<file path="config.mk">
export PLATFORM = sky130hd
export DESIGN_NAME = ula_multiciclo
export DESIGN_NICKNAME = d
export VERILOG_FILES = /design/src/rtl/ula_multiciclo.sv
export SDC_FILE = /design/constraint.sdc
export NUM_CORES = 1
export LEC_CHECK = 0
export CAP_MARGIN = 20
export CELL_PAD_IN_SITES_DETAIL_PLACEMENT = 1
export CELL_PAD_IN_SITES_GLOBAL_PLACEMENT = 2
export CORE_MARGIN = 10
export CORE_UTILIZATION = 30
export DETAILED_ROUTE_END_ITERATION = 6
export GPL_ROUTABILITY_DRIVEN = 0
export PLACE_DENSITY = 0.71
export SLEW_MARGIN = 40
export SYNTH_ARGS = -nofsm -noshare
export SYNTH_HDL_FRONTEND = slang
export SYNTH_SLANG_ARGS = --single-unit
</file>
<file path="constraint.sdc">
create_clock -name clock -period 17.55 [get_ports clock]
set_input_delay 3.51 -clock clock [delete_from_list [all_inputs] [get_ports clock]]
set_output_delay 3.51 -clock clock [all_outputs]
set_load 0.01 [all_outputs]
</file>
<file path="src/rtl/ula_multiciclo.sv">
`default_nettype none
// ============================================================================
//  Module   : ula_multiciclo
//  Purpose  : Execute-stage ALU. Logic/arith/compare/shift codes complete
//             combinationally; mul/div/rem run on a 32-iteration shift-add /
//             restoring-divide engine and hold busy high while in flight.
//  Ports    : clock, reset (async, active-high)
//             ULActl[4:0] operation code, A[31:0], B[31:0] operands
//             start       request strobe for mul/div/rem
//             result[31:0], zero (result==0), busy (stall), done (1-cycle)
//  Revision : 1.0 - initial release
// ============================================================================
module ula_multiciclo (
  input  logic        clock,
  input  logic        reset,
  input  logic [4:0]  ULActl,
  input  logic [31:0] A,
  input  logic [31:0] B,
  input  logic        start,
  output logic [31:0] result,
  output logic        zero,
  output logic        busy,
  output logic        done
);

  localparam logic [4:0] OP_AND  = 5'b00000;
  localparam logic [4:0] OP_OR   = 5'b00001;
  localparam logic [4:0] OP_ADD  = 5'b00010;
  localparam logic [4:0] OP_SRL  = 5'b00011;
  localparam logic [4:0] OP_MUL  = 5'b00100;
  localparam logic [4:0] OP_DIV  = 5'b00101;
  localparam logic [4:0] OP_SUB  = 5'b00110;
  localparam logic [4:0] OP_SLT  = 5'b00111;
  localparam logic [4:0] OP_LUI  = 5'b01000;
  localparam logic [4:0] OP_REM  = 5'b01001;
  localparam logic [4:0] OP_SGT  = 5'b01010;
  localparam logic [4:0] OP_SGTE = 5'b01011;
  localparam logic [4:0] OP_NOT  = 5'b01100;
  localparam logic [4:0] OP_SEQ  = 5'b01101;
  localparam logic [4:0] OP_SLL  = 5'b01110;
  localparam logic [4:0] OP_SNEQ = 5'b01111;
  localparam logic [4:0] OP_SLTE = 5'b10000;

  typedef enum logic [1:0] {
    ST_IDLE = 2'd0,
    ST_RUN  = 2'd1,
    ST_DONE = 2'd2
  } state_t;

  state_t      state_q, state_d;
  logic [4:0]  cnt_q, cnt_d;
  logic [4:0]  op_q, op_d;
  logic [31:0] mdres_q, mdres_d;
  // Shared engine registers.
  //   mul: x = accumulator, y = multiplier (shifts right), z = multiplicand (shifts left)
  //   div: x = partial remainder, y = dividend shifting out / quotient shifting in,
  //        z = divisor magnitude
  logic [31:0] x_q, x_d;
  logic [31:0] y_q, y_d;
  logic [31:0] z_q, z_d;
  logic        q_neg_q, q_neg_d;
  logic        r_neg_q, r_neg_d;

  logic        is_multi;
  logic        is_divrem;
  logic [31:0] comb_res;
  logic [31:0] a_mag, b_mag;
  logic [31:0] x_new, y_new, z_new;
  logic [31:0] div_part;
  logic        div_bit;
  logic [31:0] final_res;

  assign is_multi  = (ULActl == OP_MUL) || (ULActl == OP_DIV) || (ULActl == OP_REM);
  assign is_divrem = (ULActl == OP_DIV) || (ULActl == OP_REM);
  assign a_mag     = A[31] ? (~A + 32'd1) : A;
  assign b_mag     = B[31] ? (~B + 32'd1) : B;

  // Single-cycle datapath.
  always_comb begin
    comb_res = 32'd0;
    case (ULActl)
      OP_AND:  comb_res = A & B;
      OP_OR:   comb_res = A | B;
      OP_ADD:  comb_res = A + B;
      OP_SUB:  comb_res = A - B;
      OP_SRL:  comb_res = A >> B[4:0];
      OP_SLL:  comb_res = A << B[4:0];
      OP_LUI:  comb_res = B << 16;
      OP_NOT:  comb_res = ~A;
      OP_SLT:  comb_res = {31'd0, $signed(A) <  $signed(B)};
      OP_SLTE: comb_res = {31'd0, $signed(A) <= $signed(B)};
      OP_SGT:  comb_res = {31'd0, $signed(A) >  $signed(B)};
      OP_SGTE: comb_res = {31'd0, $signed(A) >= $signed(B)};
      OP_SEQ:  comb_res = {31'd0, A == B};
      OP_SNEQ: comb_res = {31'd0, A != B};
      default: comb_res = 32'd0;
    endcase
  end

  // One engine iteration. The partial remainder is always below the divisor
  // (at most 2^31), so shifting in one dividend bit still fits in 32 bits.
  always_comb begin
    x_new     = x_q;
    y_new     = y_q;
    z_new     = z_q;
    div_part  = {x_q[30:0], y_q[31]};
    div_bit   = 1'b0;
    final_res = 32'd0;
    if (op_q == OP_MUL) begin
      x_new     = x_q + (y_q[0] ? z_q : 32'd0);
      y_new     = y_q >> 1;
      z_new     = z_q << 1;
      final_res = x_new;
    end else begin
      if (div_part >= z_q) begin
        x_new   = div_part - z_q;
        div_bit = 1'b1;
      end else begin
        x_new   = div_part;
      end
      y_new = {y_q[30:0], div_bit};
      if (op_q == OP_DIV)
        final_res = q_neg_q ? (~y_new + 32'd1) : y_new;
      else
        final_res = r_neg_q ? (~x_new + 32'd1) : x_new;
    end
  end

  // Next-state logic.
  always_comb begin
    state_d = state_q;
    cnt_d   = cnt_q;
    op_d    = op_q;
    mdres_d = mdres_q;
    x_d     = x_q;
    y_d     = y_q;
    z_d     = z_q;
    q_neg_d = q_neg_q;
    r_neg_d = r_neg_q;
    case (state_q)
      ST_IDLE: begin
        if (start && is_multi) begin
          if (is_divrem && (B == 32'd0)) begin
            state_d = ST_DONE;
            mdres_d = (ULActl == OP_DIV) ? 32'hFFFF_FFFF : A;
          end else begin
            state_d = ST_RUN;
            cnt_d   = 5'd0;
            op_d    = ULActl;
            x_d     = 32'd0;
            q_neg_d = A[31] ^ B[31];
            r_neg_d = A[31];
            if (ULActl == OP_MUL) begin
              y_d = B;
              z_d = A;
            end else begin
              y_d = a_mag;
              z_d = b_mag;
            end
          end
        end
      end
      ST_RUN: begin
        cnt_d = cnt_q + 5'd1;
        x_d   = x_new;
        y_d   = y_new;
        z_d   = z_new;
        if (cnt_q == 5'd31) begin
          state_d = ST_DONE;
          mdres_d = final_res;
        end
      end
      ST_DONE: begin
        state_d = ST_IDLE;
      end
      default: begin
        state_d = ST_IDLE;
      end
    endcase
  end

  always_ff @(posedge clock or posedge reset) begin
    if (reset) begin
      state_q <= ST_IDLE;
      cnt_q   <= 5'd0;
      op_q    <= 5'd0;
      mdres_q <= 32'd0;
      x_q     <= 32'd0;
      y_q     <= 32'd0;
      z_q     <= 32'd0;
      q_neg_q <= 1'b0;
      r_neg_q <= 1'b0;
    end else begin
      state_q <= state_d;
      cnt_q   <= cnt_d;
      op_q    <= op_d;
      mdres_q <= mdres_d;
      x_q     <= x_d;
      y_q     <= y_d;
      z_q     <= z_d;
      q_neg_q <= q_neg_d;
      r_neg_q <= r_neg_d;
    end
  end

  // Outputs. busy is combinational so the stall lands in the request cycle.
  always_comb begin
    result = 32'd0;
    case (state_q)
      ST_IDLE: result = is_multi ? mdres_q : comb_res;
      ST_RUN:  result = 32'd0;
      ST_DONE: result = mdres_q;
      default: result = 32'd0;
    endcase
  end

  assign zero = (result == 32'd0);
  assign busy = ((state_q == ST_IDLE) && start && is_multi) || (state_q == ST_RUN);
  assign done = (state_q == ST_DONE);

endmodule
`default_nettype wire

</file>
After elaboration in Yosys (flattened, before gate mapping) --
Index checks and enable logic that the tools add are counted.
Storage, ports and cells: register bits 142, word-level logic and storage cells 119, output and inout bits 35, input bits 72
Cells by class: muxes and demuxes 40, shift-type cells 2, bitwise gates (word level) 8, equal/unequal tests 28, magnitude comparators 5, reductions and logical operators 18, add/subtract/negate cells 9
Operator list (count):
- $mux W32 | 25
- $pmux W32 S14 | 1
- $pmux W32 S2 | 5
- $add A32 B1 Y32 const B | 4
- $not A32 Y32 | 4
- $add A32 B32 Y32 | 2
- $ge A32 B32 Y1 | 2
- $logic_not A32 Y1 | 2
- $sub A32 B32 Y32 | 2
- $eq A5 B4 Y1 const B | 8
- $and A32 B32 Y32 | 1
- $eq A32 B32 Y1 | 1
- $gt A32 B32 Y1 | 1
- $le A32 B32 Y1 | 1
- $lt A32 B32 Y1 | 1
- $ne A32 B32 Y1 | 1
- $or A32 B32 Y32 | 1
- $shl A32 B5 Y32 | 1
- $shr A32 B5 Y32 | 1
- $eq A5 B3 Y1 const B | 6
- $eq A5 B2 Y1 const B | 2
- $eq A5 B5 Y1 const B | 2
- $mux W5 | 2
- $ne A2 B2 Y1 const B | 5
- 18 further kinds | 29

Longest topological paths before layout --
Gate-level depths: netlist (run 1).
depth after elaboration 10, depth in mapped cells 26, mapped depth without buffers 21

Least setup slack after synthesis (run 1) --
OpenSTA, ideal clock, no wires.
path kind input port to output port, start in B[2], end out zero, path buffers 5, cell stages on the path 19, data arrival time 8293 ps, path slack 5747 ps, data required time 14040 ps, cell sequence clkbuf_1 > inv_1 > buf_1 > buf_2 > buf_2 > buf_1 > ha_1 > nor2b_1 > o21ai_0 > a21oi_1 > a31oi_1 > mux2_2 > nor3_1 > a31oi_1 > or4_1 > nor4b_2 > nand4_1 > nor4b_2 > nor3b_2
On the way: word-level cells in the longest chain between the ends 5, elaborated cells between the ends (all ways) 16, those cells by class add/sub (2); order compare (4); eq/ne (2); shift (2); mux (3); bitwise (2); reduce/logical (1)
Ends and longest elaborated chain:
- start: declaration | RTL line 18 | input logic [31:0] B,
- $sub A32 B32 Y32, or another cell as far along | RTL line 85 | OP_SUB: comb_res = A - B;
- $pmux W32 S14 (*) | RTL line 81 | case (ULActl)
- $mux W32 (*) | RTL line 210 | ST_IDLE: result = is_multi ? mdres_q : comb_res;
- $pmux W32 S2 (*) | RTL line 209 | case (state_q)
- named net result[16] | RTL line 20 | output logic [31:0] result,
- $logic_not A32 Y1 (*) | RTL line 217 | assign zero = (result == 32'd0);
- end: declaration | RTL line 21 | output logic zero,
The timed path passes the listed nets; every way through them passes the cells marked *.

Worst setup path after layout (run 1) --
start in B[5], end out zero
On the way: word-level cells in the longest chain between the ends 5, elaborated cells between the ends (all ways) 14, those cells by class add/sub (2); order compare (4); eq/ne (2); mux (3); bitwise (2); reduce/logical (1)
Ends and longest elaborated chain (RTL line):
- $sub A32 B32 Y32, or another cell as far along | 85
- $pmux W32 S14 (*) | 81
- $mux W32 (*) | 210
- $pmux W32 S2 (*) | 209
- $logic_not A32 Y1 (*) | 217
Mark *: on every way between the ends. The rest lies on a longest branch, timed or not.

==> run summary, run 1 <==
Max stage delay on crit path - 0.94 ns
Synth Register Bits - 142
Final hold violations - 0
R2R depth - 21
Clk root buf - clkbuf_16
Post-detail-place hpwl - 99400 um
DRT Pass-1 Iters - 6
Final nets - 3601
Slowest cell on the critical path - clkdlybuf4s50_1
Tcrit/Tclk final - 0.760
Register area share after synthesis - 0.146
Rows - 104
Area grow syn2layout - 11.1%
Final Power - 4.06 mW
Setup WS pre-CTS - 4.51 ns
CP Cell Sequence - clkdlybuf4s50_1 > inv_1 > ha_1 > o211ai_1 > a2111oi_0 > o41a_1 > o21ai_1 > o31ai_1 > a2111oi_0 > nor3b_1 > o311a_1 > nor4_1 > nand4_1 > nor4b_2 > nor3b_2 > clkdlybuf4s50_1
Global route hottest layer - met2
Main synth FF type - dfrtp_1
Initial Utilization - 0.302
Status - completed
CP arrival - 9.82 ns
Clock skew - 0.0178 ns
Total CTS buffers - 17
CP delay by family, top - compound AO/OA/AOI/OAI gates
Critical Path Start Type - primary input
DR iter-0 viols - 2788
Via density - 6.32
Die Width - 305 um
Hold path depth - 1
Slew HR - 0.389
Worst-path maximum fanout - 10
Port bufs - 106
Share of cells above drive strength 1 - 0.0772
Total power per unit cell area - 150 nW/um2
Distinct cells, synth - 90
FMAX - 75.0 MHz
CTS tree - yes
Slew Limit Fails - 0
Max Cap Viol - 0
Hold Path Class - reg2reg
Most common cell after layout, fill and taps aside - nor2_1
Core area - 80400 um2
CP endpoint kind - primary output
Maximum vdd drop - 0.0000648 V
Htree depth - 4
CTS Sinks - 142
Met1 usage - 0.359
RSZ-0062 raised after global routing - no
Worst setup margin - 4.22 ns
WL/cell - 29.4 um
Post-CTS Hold Fix Bufs - 0
Most used cells in the layout excluding fill and tap cells - nor2_1, a21oi_1, nand2_1
Global route total overflow - 0
Die height - 305 um
Vias - 28025
Vias in the first global route - 27183
First-pass GRT wire length - 192000 um
GR Layer Usage met2 - 0.421
Final ANT Viol Nets - 0
DRC errors left - 0
Largest net degree at the start of global routing - 75
Setup TNS - 0 ns
Overall routed net length - 130000 um
Clk buf depth - 2
Synthesis warning total - 0
Buf+Inv Stages, Crit Path - 3
Worst Path Required - 14.04 ns
Reg clk slew, reported paths - 0.07 ns
Initial antenna violation count - 5
Total track usage - 0.268
Worst-skew pair later-pin latency - 0.46 ns
Netlist Area Pre-Place - 24300 um2
Setup Crit Path Kind - in2out
Cts repair resizes - 0
Die ar. - 92800 um2
Min Tclk post-route - 13.33 ns
Slew @ Worst Pin - 0.914 ns
Setup violators final - 0
Mapped Cells - 3422
Post-CTS Setup Inserts - 0
Leakage - 10.7 nW
Ys async rst share - 1.00
Syn Nets - 3666
GRT met3 Usage - 0.0313
Ports - 107
EDFF count, synth - 0
Crit path depth - 16
Synthesized area per cell - 7.10 um2
[registers in the layout, summed over array words and instances, names as in the netlist]
signal,count
r_neg_q,1
state_q,2
x_q,32
op_q,5
cnt_q,5
q_neg_q,1
mdres_q,32
y_q,32
z_q,32
[power breakdown]
group	internal [mW]	switching, mW	total (mW)
combinational	1.04	1.97	3.01
sequential	0.464	0.204	0.669
clock	0.214	0.175	0.389
total	1.72	2.35	4.06
[cell families after synthesis]
kind of cell             Yosys count  share of synthesized area
AO/OA/AOI/OAI                   1246                      0.329
XOR/XNOR                         184                     0.0663
adder cells (fa/ha/maj)          172                     0.0898
buffers and inverters            430                     0.0689
flip-flops                       142                      0.146
multiplexers                     132                     0.0894
AND/OR/NAND/NOR                 1116                      0.210
[final timing paths]
kind	start	to	slack [ns]
max in group asynchronous	reset	y_q[24]$_DFFE_PP0P_	12.20
min in group asynchronous	reset	z_q[2]$_DFFE_PP0P_	3.50
max reg2reg	y_q[31]$_DFFE_PP0P_	mdres_q[28]$_DFFE_PP0P_	11.84
max	B[5]	zero	4.22
min	cnt_q[1]$_DFFE_PP0P_	cnt_q[1]$_DFFE_PP0P_	0.53
min reg2reg	cnt_q[1]$_DFFE_PP0P_	cnt_q[1]$_DFFE_PP0P_	0.53
[per-stage QoR]
stage / hold slack (ns) / cell area [um2] / std cells / util
floorplan: 0.449 / 24300 / 3422 / -
global placement: 0.488 / 26300 / 4396 / 0.327
detailed placement: 0.503 / 26300 / 4396 / 0.327
CTS: 0.526 / 26900 / 4428 / 0.335
global route: 0.552 / 27000 / 4431 / 0.336
finish: 0.530 / 27000 / 4432 / 0.336
[metal layers]
metal | routed length [um] | up-vias
li1 | - | 12504
met1 | 56300 | 13991
met2 | 57900 | 1219
met3 | 8200 | 305
met4 | 7670 | 6
met5 | 34 | -
[worst reg2reg max path, delay by kind of cell (launching register included)]
| kind | cells | cell delay [ns] |
|---|---|---|
| compound gates | 7 | 1.68 |
| xor+xnor | 1 | 0.20 |
| fa+ha+maj | 3 | 1.00 |
| buf+inv | 3 | 0.54 |
| flops | 1 | 0.43 |
| simple gates | 7 | 1.72 |
[cell type report]
type	count	area, um2
Clock inverter	15	173
Sequential cell	142	3550
Tap cell	1060	1330
Clock buffer	17	425
Fill cell	9940	53400
Inverter	163	617
Timing Repair Buffer	183	1650
Antenna cell	2	5.00
Multi-Input combinational cell	2850	19300
[synthesized netlist by cell type (26+ instances only)]
cell | number | area [um2]
nor2_1 | 400 | 1500
a21oi_1 | 367 | 1840
nand2_1 | 341 | 1280
o21ai_0 | 283 | 1420
clkbuf_1 | 217 | 815
ha_1 | 168 | 2100
inv_1 | 157 | 589
dfrtp_1 | 142 | 3550
xnor2_1 | 127 | 1110
a211oi_1 | 86 | 646
nor3_1 | 70 | 350
mux4_2 | 65 | 1460
nand3_1 | 57 | 285
xor2_1 | 57 | 499
a31oi_1 | 55 | 344
o31ai_1 | 50 | 375
mux2i_1 | 49 | 490
a21o_1 | 48 | 360
o211ai_1 | 41 | 308
nand4_1 | 36 | 225
nand2b_1 | 30 | 188
nor4_1 | 29 | 181
or3_1 | 27 | 169
buf_1 | 26 | 97.6
Power figures use the tool's default switching activity.
==> run 2, diff against run 1 <==
--- a/config.mk
+++ b/config.mk
@@ -12,7 +12,7 @@
 export CORE_UTILIZATION = 30
 export DETAILED_ROUTE_END_ITERATION = 6
 export GPL_ROUTABILITY_DRIVEN = 0
-export PLACE_DENSITY = 0.71
+export PLACE_DENSITY = 0.74
 export SLEW_MARGIN = 40
 export SYNTH_ARGS = -nofsm -noshare
 export SYNTH_HDL_FRONTEND = slang
==> constraint.sdc (replaced) <==
create_clock -name clock -period 11 [get_ports clock]
set_input_delay 2.2 -clock clock [delete_from_list [all_inputs] [get_ports clock]]
set_output_delay 2.2 -clock clock [all_outputs]
set_load 0.01 [all_outputs]
==> run 2 against run 1 <==
Total power up 61%; first-iteration DRC count up 3.4%; clock power rose by 73%; final area is 1.0% higher; via count grew 1.2%; routed wire length up 0.55%; critical path type unchanged; largest power group unchanged.
==> run summary, run 2 (synthesis results as in run 1) <==
Post-CTS Setup Inserts - 0
R2R Setup Slk - 5.18 ns
Htree depth - 4
DR iter-0 viols - 2882
Total power per unit cell area - 240 nW/um2
Clock skew - 0.0151 ns
Worst Path Required - 8.80 ns
Setup violators final - 0
Slew Limit Fails - 0
Die height - 305 um
Total CTS buffers - 17
Global route total overflow - 0
Clk buf depth - 2
Post-CTS Hold Fix Bufs - 0
Buf+Inv Stages, Crit Path - 5
Slowest cell on the critical path - clkdlybuf4s50_1
Slew @ Worst Pin - 0.931 ns
Setup Crit Path Kind - in2out
CP endpoint kind - primary output
Worst-skew pair later-pin latency - 0.46 ns
Hold Path Class - reg2reg
CTS tree - yes
Via density - 6.36
Slew HR - 0.374
Overall routed net length - 131000 um
Final ANT Viol Nets - 0
Maximum vdd drop - 0.000128 V
R2R depth - 21
Post-detail-place hpwl - 101000 um
Reg2reg start - y_q[31]$_DFFE_PP0P_
Tcrit/Tclk final - 0.938
Leakage - 10.9 nW
Max Cap Viol - 0
Critical Path Start Type - primary input
Ports - 107
CTS Sinks - 142
RSZ-0062 raised after global routing - no
Port bufs - 106
Vias in the first global route - 27943
Max stage delay on crit path - 1.04 ns
Most common cell after layout, fill and taps aside - nor2_1
Worst R2R End - mdres_q[28]$_DFFE_PP0P_
Min Tclk post-route - 10.31 ns
Min-delay src - cnt_q[4]$_DFFE_PP0P_
Die ar. - 92800 um2
Worst-path maximum fanout - 17
Area grow syn2layout - 12.2%
Hold path depth - 1
Die Width - 305 um
Core area - 80400 um2
WL/cell - 29.3 um
Rows - 104
Total track usage - 0.268
First-pass GRT wire length - 192000 um
CP arrival - 8.11 ns
Sink of the worst hold path - cnt_q[4]$_DFFE_PP0P_
Largest net degree at the start of global routing - 92
CP delay by family, top - buffers and inverters
Setup TNS - 0 ns
DRT Pass-1 Iters - 5
Final nets - 3633
CP Cell Sequence - clkdlybuf4s50_1 > inv_1 > ha_1 > inv_1 > nand4_1 > nor2_1 > nor4bb_1 > buf_4 > mux2i_1 > a221oi_1 > nand2_1 > o31a_1 > nor4_1 > nand4_1 > nor4b_2 > nor3b_2 > clkdlybuf4s50_1
Status - completed
Fillcell total - 9978
DRC errors left - 0
Cts repair resizes - 0
Vias - 28375
Initial Utilization - 0.302
Share of cells above drive strength 1 - 0.0832
Core Util, Final - 0.339
Final hold violations - 0
Reg clk slew, reported paths - 0.07 ns
FMAX - 97.0 MHz
Clk root buf - clkbuf_16
Most used cells in the layout excluding fill and tap cells - nor2_1, a21oi_1, nand2_1
Initial antenna violation count - 3
run 2: changes by cell type in the layout (fill, tap and decap cells not counted), moves of 2 or more:
| cell | previous run | this run |
|---|---|---|
| inv_6 | 8 | 4 |
| buf_4 | 75 | 107 |
| bufinv_16 | 2 | 5 |
| clkinv_4 | 1 | 3 |
| a211oi_2 | 3 | 1 |
| buf_2 | 4 | 2 |
| a211oi_1 | 82 | 84 |
| clkdlybuf4s50_1 | 100 | 102 |
run 2: worst register-to-register path, cell delays in order, from the launching register on:
cell,delay (ns)
dfrtp_1,0.42
inv_1,0.28
ha_1,0.28
inv_1,0.07
fa_1,0.43
nand3_1,0.21
nand3_1,0.19
a22oi_1,0.23
o2111ai_1,0.26
and3_1,0.27
inv_2,0.21
nor2_1,0.07
a21oi_1,0.25
ha_1,0.27
and3_1,0.31
nand3_1,0.21
o21a_1,0.28
nor3_1,0.55
a31oi_1,0.20
xor2_1,0.21
o221ai_1,0.32
a31oi_1,0.14
run 2: worst max path at each step:
stage	from	to	slack (ns)	cells past startpoint
finish	A[20]	zero	0.69	17
global route	A[20]	zero	0.54	17
CTS	A[15]	zero	0.93	16
detailed placement	A[15]	zero	0.96	16
global placement	A[15]	zero	0.79	16
floorplan	B[2]	zero	1.82	19
run 2: area by class of cell:
| cell class | count | area, um2 | share of cell area |
|---|---|---|---|
| clock buffer | 17 | 425 | 0.0156 |
| sequential | 142 | 3550 | 0.130 |
| timing repair buffer | 215 | 1910 | 0.0701 |
| tap | 1060 | 1330 | 0.0486 |
| clock inverter | 15 | 231 | 0.00848 |
| multi-input combinational | 2850 | 19200 | 0.704 |
| antenna | 1 | 2.50 | 0.0000917 |
| inverter | 163 | 619 | 0.0227 |
run 2: per-stage QoR:
stage          std cells  area [um2]  setup slack, ns  total power, mW  hold slack (ns)
6_report            4463       27300            0.687             6.54            0.522
5_1_grt             4463       27300            0.537             7.08            0.559
4_1_cts             4462       27300            0.933             6.47            0.516
3_5_place_dp        4430       26600            0.964             5.76            0.499
3_3_place_gp        4429       26500            0.789             5.70            0.488
2_1_floorplan       3422       24300             1.82             4.22            0.449
run 2: where the power goes:
part / switching, mW / leakage (nW) / total [mW] / internal [mW]
combinational: 3.13 / 8.85 / 4.79 / 1.67
clock: 0.268 / 0.315 / 0.674 / 0.406
sequential: 0.332 / 1.76 / 1.07 / 0.741
run 2: metal layers:
layer  part of all wire  track usage  up-vias
met5           0.000099            0        -
met4              0.065        0.152        2
li1                   -            -    12558
met3              0.076       0.0429      337
met1               0.42        0.345    14163
met2               0.44        0.422     1315
==> run 3, diff against run 2 <==
--- a/config.mk
+++ b/config.mk
@@ -5,10 +5,9 @@
 export SDC_FILE = /design/constraint.sdc
 export NUM_CORES = 1
 export LEC_CHECK = 0
-export CAP_MARGIN = 20
 export CELL_PAD_IN_SITES_DETAIL_PLACEMENT = 1
 export CELL_PAD_IN_SITES_GLOBAL_PLACEMENT = 2
-export CORE_MARGIN = 10
+export CORE_MARGIN = 2
 export CORE_UTILIZATION = 30
 export DETAILED_ROUTE_END_ITERATION = 6
 export GPL_ROUTABILITY_DRIVEN = 0
==> run 3 against run 2 <==
Routed wire length shrank 2.0%; count of clock-buffer cells in the layout up 3; fmax rose by 0.58%; via count fell by 1.3%; clock power decreased by 14%; total power decreased by 1.7%; core utilization decreased by 0.15 points; worst hold slack worse by 0.0070 ns; non-clock buffer count decreased by 7; setup slack better by 0.060 ns; critical path depth unchanged; critical path type unchanged; highest routed layer unchanged.
==> run summary, run 3 (synthesis results as in run 1) <==
Status - completed
Critical Path Start Type - primary input
Rows - 104
Vias - 28010
Overall routed net length - 128000 um
DRC errors left - 0
WL/cell - 28.8 um
Most common cell after layout, fill and taps aside - nor2_1
Max Cap Viol - 0
Setup TNS - 0 ns
CP endpoint kind - primary output
Max stage delay on crit path - 0.57 ns
Core area - 80400 um2
Reg clk slew, reported paths - 0.07 ns
Die height - 289 um
Min Tclk post-route - 10.25 ns
Cts repair resizes - 0
Post-detail-place hpwl - 98400 um
Final nets - 3626
Htree depth - 4
First-pass GRT wire length - 189000 um
Final hold violations - 0
Vias in the first global route - 27483
Initial Utilization - 0.302
Total track usage - 0.301
DRT Pass-1 Iters - 6
FMAX - 97.5 MHz
Worst-path maximum fanout - 5
Slowest cell on the critical path - clkdlybuf4s50_1
DR iter-0 viols - 2723
Clock skew - 0.0159 ns
CTS Sinks - 142
RSZ-0062 raised after global routing - no
Largest net degree at the start of global routing - 98
CP arrival - 8.05 ns
Post-CTS Hold Fix Bufs - 0
Setup WS pre-CTS - 0.864 ns
Hold Path Class - reg2reg
Global route total overflow - 0
Slew @ Worst Pin - 0.990 ns
Setup Crit Path Kind - in2out
Setup violators final - 0
Worst Path Required - 8.80 ns
Port bufs - 106
Initial antenna violation count - 5
Leakage - 10.8 nW
Core Util, Final - 0.338
Clk root buf - clkbuf_16
Share of cells above drive strength 1 - 0.0810
Area grow syn2layout - 11.7%
Final ANT Viol Nets - 0
Die Width - 289 um
Post-CTS Setup Inserts - 0
Total CTS buffers - 17
Worst-skew pair later-pin latency - 0.45 ns
CTS tree - yes
Via density - 6.29
Final Power - 6.43 mW
Slew HR - 0.336
Clk buf depth - 2
Ports - 107
CP Cell Sequence - clkdlybuf4s50_1 > inv_1 > ha_1 > fa_1 > o21ba_2 > o21ai_0 > nor3_1 > nor4_1 > nand3_1 > o2bb2ai_1 > or4_1 > or4_1 > nor4b_2 > nand4_1 > nor4b_2 > nor3b_2 > clkdlybuf4s50_1
Total power per unit cell area - 237 nW/um2
Tcrit/Tclk final - 0.932
Fin cells - 4455
Die ar. - 83300 um2
Placed insts - 4421
Maximum vdd drop - 0.000129 V
Most used cells in the layout excluding fill and tap cells - nor2_1, a21oi_1, nand2_1
Worst setup margin - 0.747 ns
Slew Limit Fails - 0
[run 3: path summary, 6_finish.rpt]
path,endpoint,slack (ns),depth (start not counted),start
worst min register to register,cnt_q[4]$_DFFE_PP0P_,0.51,1,cnt_q[4]$_DFFE_PP0P_
max in group asynchronous,z_q[11]$_DFFE_PP0P_,7.53,4,reset
min in group asynchronous,x_q[3]$_DFFE_PP0P_,2.11,2,reset
worst max-delay path,zero,0.75,17,A[0]
worst max register to register,mdres_q[28]$_DFFE_PP0P_,5.29,21,y_q[31]$_DFFE_PP0P_
worst min-delay path,cnt_q[4]$_DFFE_PP0P_,0.51,1,cnt_q[4]$_DFFE_PP0P_
[run 3: area by class of cell]
type                    instances  area, um2
diodes                          1       2.50
clock buffers                  20        457
clock inverters                11        109
fillers                      9965      53300
inverters                     163        619
multi-input cells            2850      19200
flip-flops and latches        142       3550
well taps                    1060       1330
repair buffers                208       1880
[run 3: power breakdown]
part | total (mW) | switching, mW | internal [mW] | leakage (nW)
registers | 1.07 | 0.333 | 0.741 | 1.76
logic | 4.77 | 3.12 | 1.66 | 8.81
clock network | 0.580 | 0.256 | 0.324 | 0.266
total | 6.43 | 3.71 | 2.72 | 10.8
[run 3: routing by layer]
metal,GRT usage,vias up,share of wire
li1,-,12551,-
met4,0.168,6,0.064
met2,0.472,1249,0.44
met3,0.0562,311,0.080
met5,0,-,0.00035
met1,0.389,13893,0.42
[run 3: per-stage QoR]
stage	hold WS [ns]	area, um2
global route	0.541	27200
detailed placement	0.492	26500
finish	0.515	27200
floorplan	0.449	24300
global placement	0.489	26500
CTS	0.516	27100
[run 3: worst max-delay path, delay by kind of cell]
| family | cells | cell delay, ns |
|---|---|---|
| compound gates | 3 | 0.84 |
| fa+ha+maj | 2 | 0.73 |
| buf+inv | 3 | 1.21 |
| simple gates | 9 | 3.05 |
